==> src/rtl/dot_product_pkg.sv <==
// Shared types and helpers for the dot_product design.
// State encoding plus the accumulator width rule.
package dot_product_pkg;

  typedef enum logic [1:0] {
    IDLE = 2'b00,
    MUL  = 2'b01,
    DONE = 2'b10
  } state_t;

  function automatic int acc_width(input int width, input int length);
    return 2 * width + $clog2(length);
  endfunction

endpackage

==> src/rtl/dot_product_serial_ripple_adder.sv <==
// N-bit ripple carry adder.
// A plain chain of full_adder cells.
module ripple_adder #(
  parameter int N = 8
) (
  input  logic [N-1:0] a,
  input  logic [N-1:0] b,
  input  logic         carry_in,
  output logic [N-1:0] sum,
  output logic         carry_out
);

  logic [N:0] c;

  assign c[0] = carry_in;

  for (genvar k = 0; k < N; k++) begin : g_fa
    full_adder u_fa (
      .a   (a[k]),
      .b   (b[k]),
      .cin (c[k]),
      .sum (sum[k]),
      .cout(c[k+1])
    );
  end

  assign carry_out = c[N];

endmodule

==> src/rtl/full_adder.sv <==
// Single-bit full adder cell.
// Building block of the ripple carry chain.
module full_adder (
  input  logic a,
  input  logic b,
  input  logic cin,
  output logic sum,
  output logic cout
);

  assign sum  = a ^ b ^ cin;
  assign cout = (a & b) | (cin & (a ^ b));

endmodule

==> src/rtl/dot_product_serial.sv <==
// Bit-serial unsigned dot-product engine.
// One shift-and-add step per cycle, LENGTH elements per result.
module dot_product_serial
  import dot_product_pkg::*;
#(
  parameter int WIDTH     = 8,
  parameter int LENGTH    = 4,
  parameter int ACC_WIDTH = acc_width(WIDTH, LENGTH)
) (
  input  logic                 clk,
  input  logic                 rst_n,
  input  logic                 in_valid,
  output logic                 in_ready,
  input  logic [WIDTH-1:0]     a_in,
  input  logic [WIDTH-1:0]     b_in,
  output logic                 out_valid,
  input  logic                 out_ready,
  output logic [ACC_WIDTH-1:0] result
);

  localparam int IW = (WIDTH > 1) ? $clog2(WIDTH) : 1;
  localparam int CW = (LENGTH > 1) ? $clog2(LENGTH) : 1;
  localparam logic [IW-1:0] I_LAST = IW'(WIDTH - 1);
  localparam logic [CW-1:0] C_LAST = CW'(LENGTH - 1);

  state_t               state;
  logic [WIDTH-1:0]     a_reg;
  logic [WIDTH-1:0]     b_reg;
  logic [IW-1:0]        i;
  logic [CW-1:0]        elem_cnt;
  logic [ACC_WIDTH-1:0] acc;
  logic [ACC_WIDTH-1:0] addend;
  logic [ACC_WIDTH-1:0] sum;
  logic                 carry;

  always_comb begin
    addend = '0;
    if (b_reg[i])
      addend = ACC_WIDTH'(a_reg) << i;
  end

  ripple_adder #(
    .N(ACC_WIDTH)
  ) u_add (
    .a        (acc),
    .b        (addend),
    .carry_in (1'b0),
    .sum      (sum),
    .carry_out(carry)
  );

  always_ff @(posedge clk or negedge rst_n) begin
    if (!rst_n) begin
      state    <= IDLE;
      a_reg    <= '0;
      b_reg    <= '0;
      i        <= '0;
      elem_cnt <= '0;
      acc      <= '0;
    end else begin
      unique case (state)
        IDLE: begin
          if (in_valid) begin
            a_reg <= a_in;
            b_reg <= b_in;
            i     <= '0;
            state <= MUL;
          end
        end
        MUL: begin
          acc <= sum;
          if (i == I_LAST) begin
            i <= '0;
            if (elem_cnt == C_LAST) begin
              state <= DONE;
            end else begin
              elem_cnt <= elem_cnt + 1'b1;
              state    <= IDLE;
            end
          end else begin
            i <= i + 1'b1;
          end
        end
        DONE: begin
          if (out_ready) begin
            acc      <= '0;
            elem_cnt <= '0;
            state    <= IDLE;
          end
        end
        default: state <= IDLE;
      endcase
    end
  end

  assign in_ready  = (state == IDLE);
  assign out_valid = (state == DONE);
  assign result    = acc;

  // ACC_WIDTH is sized so the sum can never carry out.
  assert property (@(posedge clk) disable iff (!rst_n) !carry);

endmodule

==> config.mk <==
export PLATFORM = sky130hd
export DESIGN_NAME = dot_product_serial
export DESIGN_NICKNAME = d
export VERILOG_FILES = /design/src/rtl/dot_product_pkg.sv /design/src/rtl/dot_product_serial_ripple_adder.sv /design/src/rtl/full_adder.sv /design/src/rtl/dot_product_serial.sv
export SDC_FILE = /design/constraint.sdc
export NUM_CORES = 1
export LEC_CHECK = 0
export BUFFER_PORTS_ARGS = -buffer_cell sky130_fd_sc_hd__buf_2
export CORE_MARGIN = 8
export CORE_UTILIZATION = 55
export CTS_CLUSTER_SIZE = 40
export DETAILED_ROUTE_END_ITERATION = 8
export GPL_ROUTABILITY_DRIVEN = 0
export GPL_TIMING_DRIVEN = 0
export HOLD_SLACK_MARGIN = 0.03
export PLACE_DENSITY = 0.79
export SYNTH_ARGS = -nofsm -noshare
export SYNTH_HDL_FRONTEND = slang
export SYNTH_SLANG_ARGS = --single-unit
==> constraint.sdc <==
create_clock -name clk -period 9.2 [get_ports clk]
set_clock_uncertainty 0.2 [all_clocks]
set_input_delay 1.84 -clock clk [delete_from_list [all_inputs] [get_ports clk]]
set_output_delay 1.84 -clock clk [all_outputs]
set_load 0.02 [all_outputs]
==> results of run 1 <==
==> worst paths after layout <==
check	from	slack (ns)	cells past startpoint	to
setup / recovery	i[0]	1.48	28	result[16]
hold / removal	b_reg[6]	0.31	1	b_reg[6]
setup reg to reg	i[0]	1.48	28	result[16]
hold reg to reg	b_reg[6]	0.31	1	b_reg[6]
max in group asynchronous	rst_n	6.77	1	result[4]
min in group asynchronous	rst_n	1.47	1	result[17]
==> cell type report <==
class / count / area (µm²) / share of cell area, %
Sequential cell: 41 / 1026 / 35.44
Clock buffer: 7 / 86.33 / 2.982
Tap cell: 52 / 65.06 / 2.247
Multi-Input combinational cell: 123 / 1260 / 43.52
Inverter: 19 / 71.32 / 2.463
Timing Repair Buffer: 39 / 195.2 / 6.742
Buffer: 29 / 191.4 / 6.612
==> report_power, final <==
part | total (µW) | internal [µW] | leakage, µW | switching, µW
clock network | 117 | 59.5 | 0.0000443 | 57.9
logic | 651 | 319 | 0.000850 | 332
registers | 342 | 271 | 0.000500 | 71.6
total | 1110 | 650 | 0.00139 | 461
==> critical path, delay by kind of cell (launching register included) <==
family	cells	cell delay, ns
compound gates	1	0.20
mux	1	0.42
fa+ha+maj	17	5.38
simple gates	2	0.46
buf+inv	7	0.54
flops	1	0.41
==> logic make-up after synthesis <==
| kind of cell | Yosys count | synth area share, % |
|---|---|---|
| AND/OR/NAND/NOR | 41 | 9.033 |
| AO/OA/AOI/OAI | 33 | 10.36 |
| adder cells (fa/ha/maj) | 20 | 13.94 |
| flip-flops | 41 | 40.26 |
| multiplexers | 29 | 16.10 |
| buffers and inverters | 48 | 10.31 |
==> metal layers <==
layer  vias to the layer above  part of all wire, %
li1                        822                    -
met1                       821                   47
met2                        39                   46
met3                         5                  6.2
met4                         0                 0.84
met5                         -                    0
==> cell usage in the layout (no fill, tap or decap), types with 4 or more instances in the layout <==
| cell | netlist | routed |
|---|---|---|
| nand2_1 | 10 | 10 |
| fa_1 | 14 | 14 |
| and3_1 | 5 | 5 |
| a31oi_1 | 4 | 4 |
| ha_1 | 6 | 6 |
| inv_1 | 19 | 19 |
| buf_4 | 18 | 18 |
| dfrtp_1 | 41 | 41 |
| mux2_2 | 17 | 17 |
| a22o_1 | 7 | 7 |
| mux4_2 | 4 | 4 |
| clkbuf_8 | 0 | 6 |
| o2bb2ai_1 | 10 | 10 |
| nor2_1 | 6 | 6 |
| buf_2 | 6 | 45 |
| mux2i_1 | 5 | 5 |
==> through the flow <==
step | power (µW) | worst slack (ns) | hold WS [ns]
final | 1111 | 1.482 | 0.3057
after global routing | 1216 | 1.029 | 0.3218
after CTS | 1126 | 1.448 | 0.3076
after detailed placement | 1005 | 1.469 | 0.2908
after global placement | 976.6 | 1.528 | 0.2851
after floorplan | 855.2 | 1.847 | 0.2742
==> results.toml, run 1 <==
[cells_and_area]
diodes = 0
drive_gt1_share_pct = 35.66
utilization_pct = 65.59
area_growth_syn_to_layout_pct = 13.60
fillerInstances = 338
post-route-cell-area_um2 = 2895
stdcell_count = 310
layout.nets = 298
largest_reg_flops = 18

[grt]
grt_pass1_vias = 1772
busiest_layer = "met2"
grt_pass1_wl_um = 8169
use_met1_pct = 17.16
antenna_found_initial = 0
grt_max_degree = 42
met2_usage_pct = 22.28
grtUsageMet3_pct = 5.078
grt-ovfl-total = 0
grt_usage_pct = 13.80

[yosys]
synth_fp_nets = 252
ys_seq_area_share_pct = 40.26
syn_area_per_cell_um2 = 12.02
syn_inst = 212
synth_common_cells = "dfrtp_1, inv_1, buf_4"
ys_types = 37
async_reset_ff_share_pct = 100.0
synth-seq-cells = 41
ys_warn_count = 0
yosysMostFrequentCell = "dfrtp_1"
synth_top_cell_by_area = "dfrtp_1"
netlist_area_um2 = 2549
synthTopCellsByArea = "dfrtp_1, fa_1, mux2_2, buf_4, mux4_2"
synth_top_area_share_pct = 40.26
ys.flop_type = "dfrtp_1"
synth_edf_count = 0

[setup_path]
cp_slowest_stage_delay_ns = 0.45
cp.required_ns = 9.18
crit_type = "reg -> reg"
cp_max_fo = 9
worstSetupEndpointType = "flip-flop"
crit_path_start_kind = "flip-flop"
cpMaxStageDelayCell = "fa_1"
arrival_ns = 7.70
crit_top_cell = "fa_1"

[floorplanning]
boundaryPins = 40
die_area_um2 = 7069
start_util_pct = 57.74
rows = 24
die_h_um = 84.08
core_area_um2 = 4414
die_w_um = 84.08

[sta]
layout_min_cycle_time_ns = 7.718
fin_setup_tns_ns = 0
setup_viol = 0
drv_slew = 0
grt_setup_unrepaired = "no"
hold_viol = 0
max_slew_margin_pct = 41.07
post-route-period-util_pct = 83.89
fmaxAchievable_mhz = 129.6
worstMarginPinSlew_ns = 0.8839

[run_status]
status = "finished, final reports clean"

[placement]
dp_cells = 303
port_buffers = 39
dp_hpwl_um = 3528
place_area_um2 = 2809

[detailed_routing]
wl_per_cell_um = 14.55
ant_nets = 0
detail_route.drc_violations = 0
drtPass1Iterations = 4
drtIter0Drc = 42
wl_um = 4512
dr_total_vias = 1687
vias_per_cell = 5.442

[clock_network]
cts.path.max_buffers = 2
cts_root_buf = "clkbuf_8"
h-tree-depth = 2
cts_resized = 0
hold_buffers = 0
clock_latency_ns = 0.29
clk_pin_slew_ns = 0.08
cts_made_buffers = 5
clock_sinks = 41
postCtsSetupBuffers = 0
cts_tree = "done"

[min_path]
hp-class = "reg -> reg"

[power]
p_per_area_nw_per_um2 = 383.7
ir_worst_vdd_mv = 0.1934
p_leak_uw = 0.001395

[job]
maxCapViolCount = 0
(Power assumes the default switching activity.)
==> run 2: changes to the inputs <==
- CORE_UTILIZATION: 55 -> 51
- PLACE_DENSITY: 0.79 -> 0.77
- clock period: 9.2 -> 6.8 ns (I/O delays scaled with it)
==> run 2 against run 1 <==
Effect of this change: clock power rose by 54%; worst setup slack worse by 1.5 ns; register-to-register slack worse by 1.5 ns; count of clock-buffer cells in the layout unchanged; power increased by 46%; die area grew 6.3%; sequential share of layout area is 1.9 points lower; critical path depth shrank 1; critical path type unchanged; highest routed layer unchanged.
==> results.toml, run 2 (synthesis results as in run 1) <==
[cells_and_area]
post-route-cell-area_um2 = 3060
mostFrequentLayoutCells = "buf_2, dfrtp_1, buf_4, mux2_2, fa_2"
stdcell_count = 331
diodes = 0
area_growth_syn_to_layout_pct = 20.08
drive_gt1_share_pct = 48.11
regArea_um2 = 1027
mostFrequentLayoutCell = "buf_2"
layout.nets = 303
fillerInstances = 398
utilization_pct = 63.95
largest_reg_flops = 18
multiInputGateArea_um2 = 1345

[clock_network]
clock_sinks = 41
clk_pin_slew_ns = 0.08
h-tree-depth = 2
cts_tree = "done"
clock_latency_ns = 0.30
cts_made_buffers = 5
hold_buffers = 0
cts.path.max_buffers = 2
cts_root_buf = "clkbuf_8"

[grt]
grt_max_degree = 42
grt-ovfl-total = 0
grt_pass1_vias = 1825
grt_pass1_wl_um = 8411
antenna_found_initial = 0
grt_usage_pct = 14.27

[setup_path]
reg2reg_from = "i[0]"
worstSetupEndpointType = "flip-flop"
cp.required_ns = 6.80
crit_type = "reg -> reg"
r2r_slack_ns = 0.01
ff2ff_path_depth = 27
arrival_ns = 6.78
cp_max_fo = 3
reg2reg_to = "result[16]"
crit_path_start_kind = "flip-flop"
worstSetupStartpoint = "i[0]"
crit_end = "result[16]"

[sta]
setup_viol = 0
hold_ws_ns = 0.3052
post-route-period-util_pct = 99.78
max_slew_margin_pct = 40.63
grt_setup_unrepaired = "yes"
layout_min_cycle_time_ns = 6.785
hold_viol = 0
worstMarginPinSlew_ns = 0.8905
fmaxAchievable_mhz = 147.4
drv_slew = 0

[run_status]
status = "finished, final reports clean"

[min_path]
hp-class = "reg -> reg"
hold_path_startpoint = "b_reg[3]"

[detailed_routing]
detail_route.drc_violations = 0
vias_per_cell = 5.314
wl_per_cell_um = 15.08
ant_nets = 0
drtIter0Drc = 74
wl_um = 4993
dr_total_vias = 1759
drtPass1Iterations = 4

[power]
p_leak_uw = 0.001424
p_per_area_nw_per_um2 = 530.7
ir_worst_vdd_mv = 0.2547

[job]
maxCapViolCount = 0

[floorplanning]
core_area_um2 = 4786
boundaryPins = 40
rows = 25
start_util_pct = 53.25
die_area_um2 = 7515
die_h_um = 86.69
die_w_um = 86.69

[placement]
port_buffers = 39
dp_hpwl_um = 3638
place_area_um2 = 2850
dp_cells = 318
-- run 2: how the worst min path moves through the flow --
stage | end | slack [ns] | depth (start not counted)
5_1_grt | b_reg[3] | 0.34 | 1
2_1_floorplan | result[17] | 0.27 | 1
4_1_cts | b_reg[3] | 0.31 | 1
3_3_place_gp | b_reg[3] | 0.29 | 1
3_5_place_dp | b_reg[3] | 0.29 | 1
6_report | b_reg[3] | 0.31 | 1
-- run 2: final cells by class --
class                           count  share of cell area (%)
Clock inverter                      1                  0.2862
Multi-Input combinational cell    123                   43.95
Clock buffer                        7                   3.148
Buffer                             28                   6.132
Timing Repair Buffer               45                   7.850
Inverter                           19                   2.330
Tap cell                           67                   2.739
Sequential cell                    41                   33.57
-- run 2: routing by layer --
| layer | share of wire, % | global-route usage, % | vias to the layer above |
|---|---|---|---|
| met5 | 0 | 0 | - |
| met4 | 1.1 | 5.477 | 0 |
| met3 | 5.9 | 5.198 | 7 |
| met2 | 47 | 22.64 | 45 |
| met1 | 46 | 17.23 | 868 |
| li1 | - | - | 839 |
-- run 2: stage by stage --
step	setup WS (ns)	TNS [ns]	power [µW]
floorplan	0.01678	0	1172
global placement	-0.2619	-0.7691	1340
detailed placement	-0.3323	-1.045	1387
CTS	-0.1613	-0.3956	1619
global route	-0.2200	-0.5946	1768
finish	0.01465	0	1624
-- run 2: power by group --
| part | switching (µW) | internal, µW |
|---|---|---|
| sequential | 104 | 367 |
| combinational | 485 | 488 |
| clock | 86.6 | 93.7 |
-- run 2: worst max-delay path: stages, from the launching register on --
cell and delay, ns:
dfrtp_2 0.44, mux4_2 0.38, and2_4 0.15, nor4bb_4 0.18, ha_2 0.21, inv_2 0.04
fa_2 0.35, fa_2 0.35, fa_2 0.36, fa_2 0.37, fa_2 0.36, fa_2 0.35
fa_2 0.35, fa_2 0.36, inv_2 0.06, fa_2 0.18, inv_2 0.04, fa_2 0.32
inv_2 0.06, fa_2 0.18, fa_2 0.19, inv_2 0.04, fa_2 0.37, inv_2 0.07
fa_2 0.22, ha_4 0.14, ha_4 0.18, a22o_1 0.19
-- run 2: repair_timing --
item	CTS	global route
gates resized for setup	16	9
endpoints found under the hold margin	0	0
pin swaps	11	16
setup endpoints to repair	4	4
setup buffers	4	2
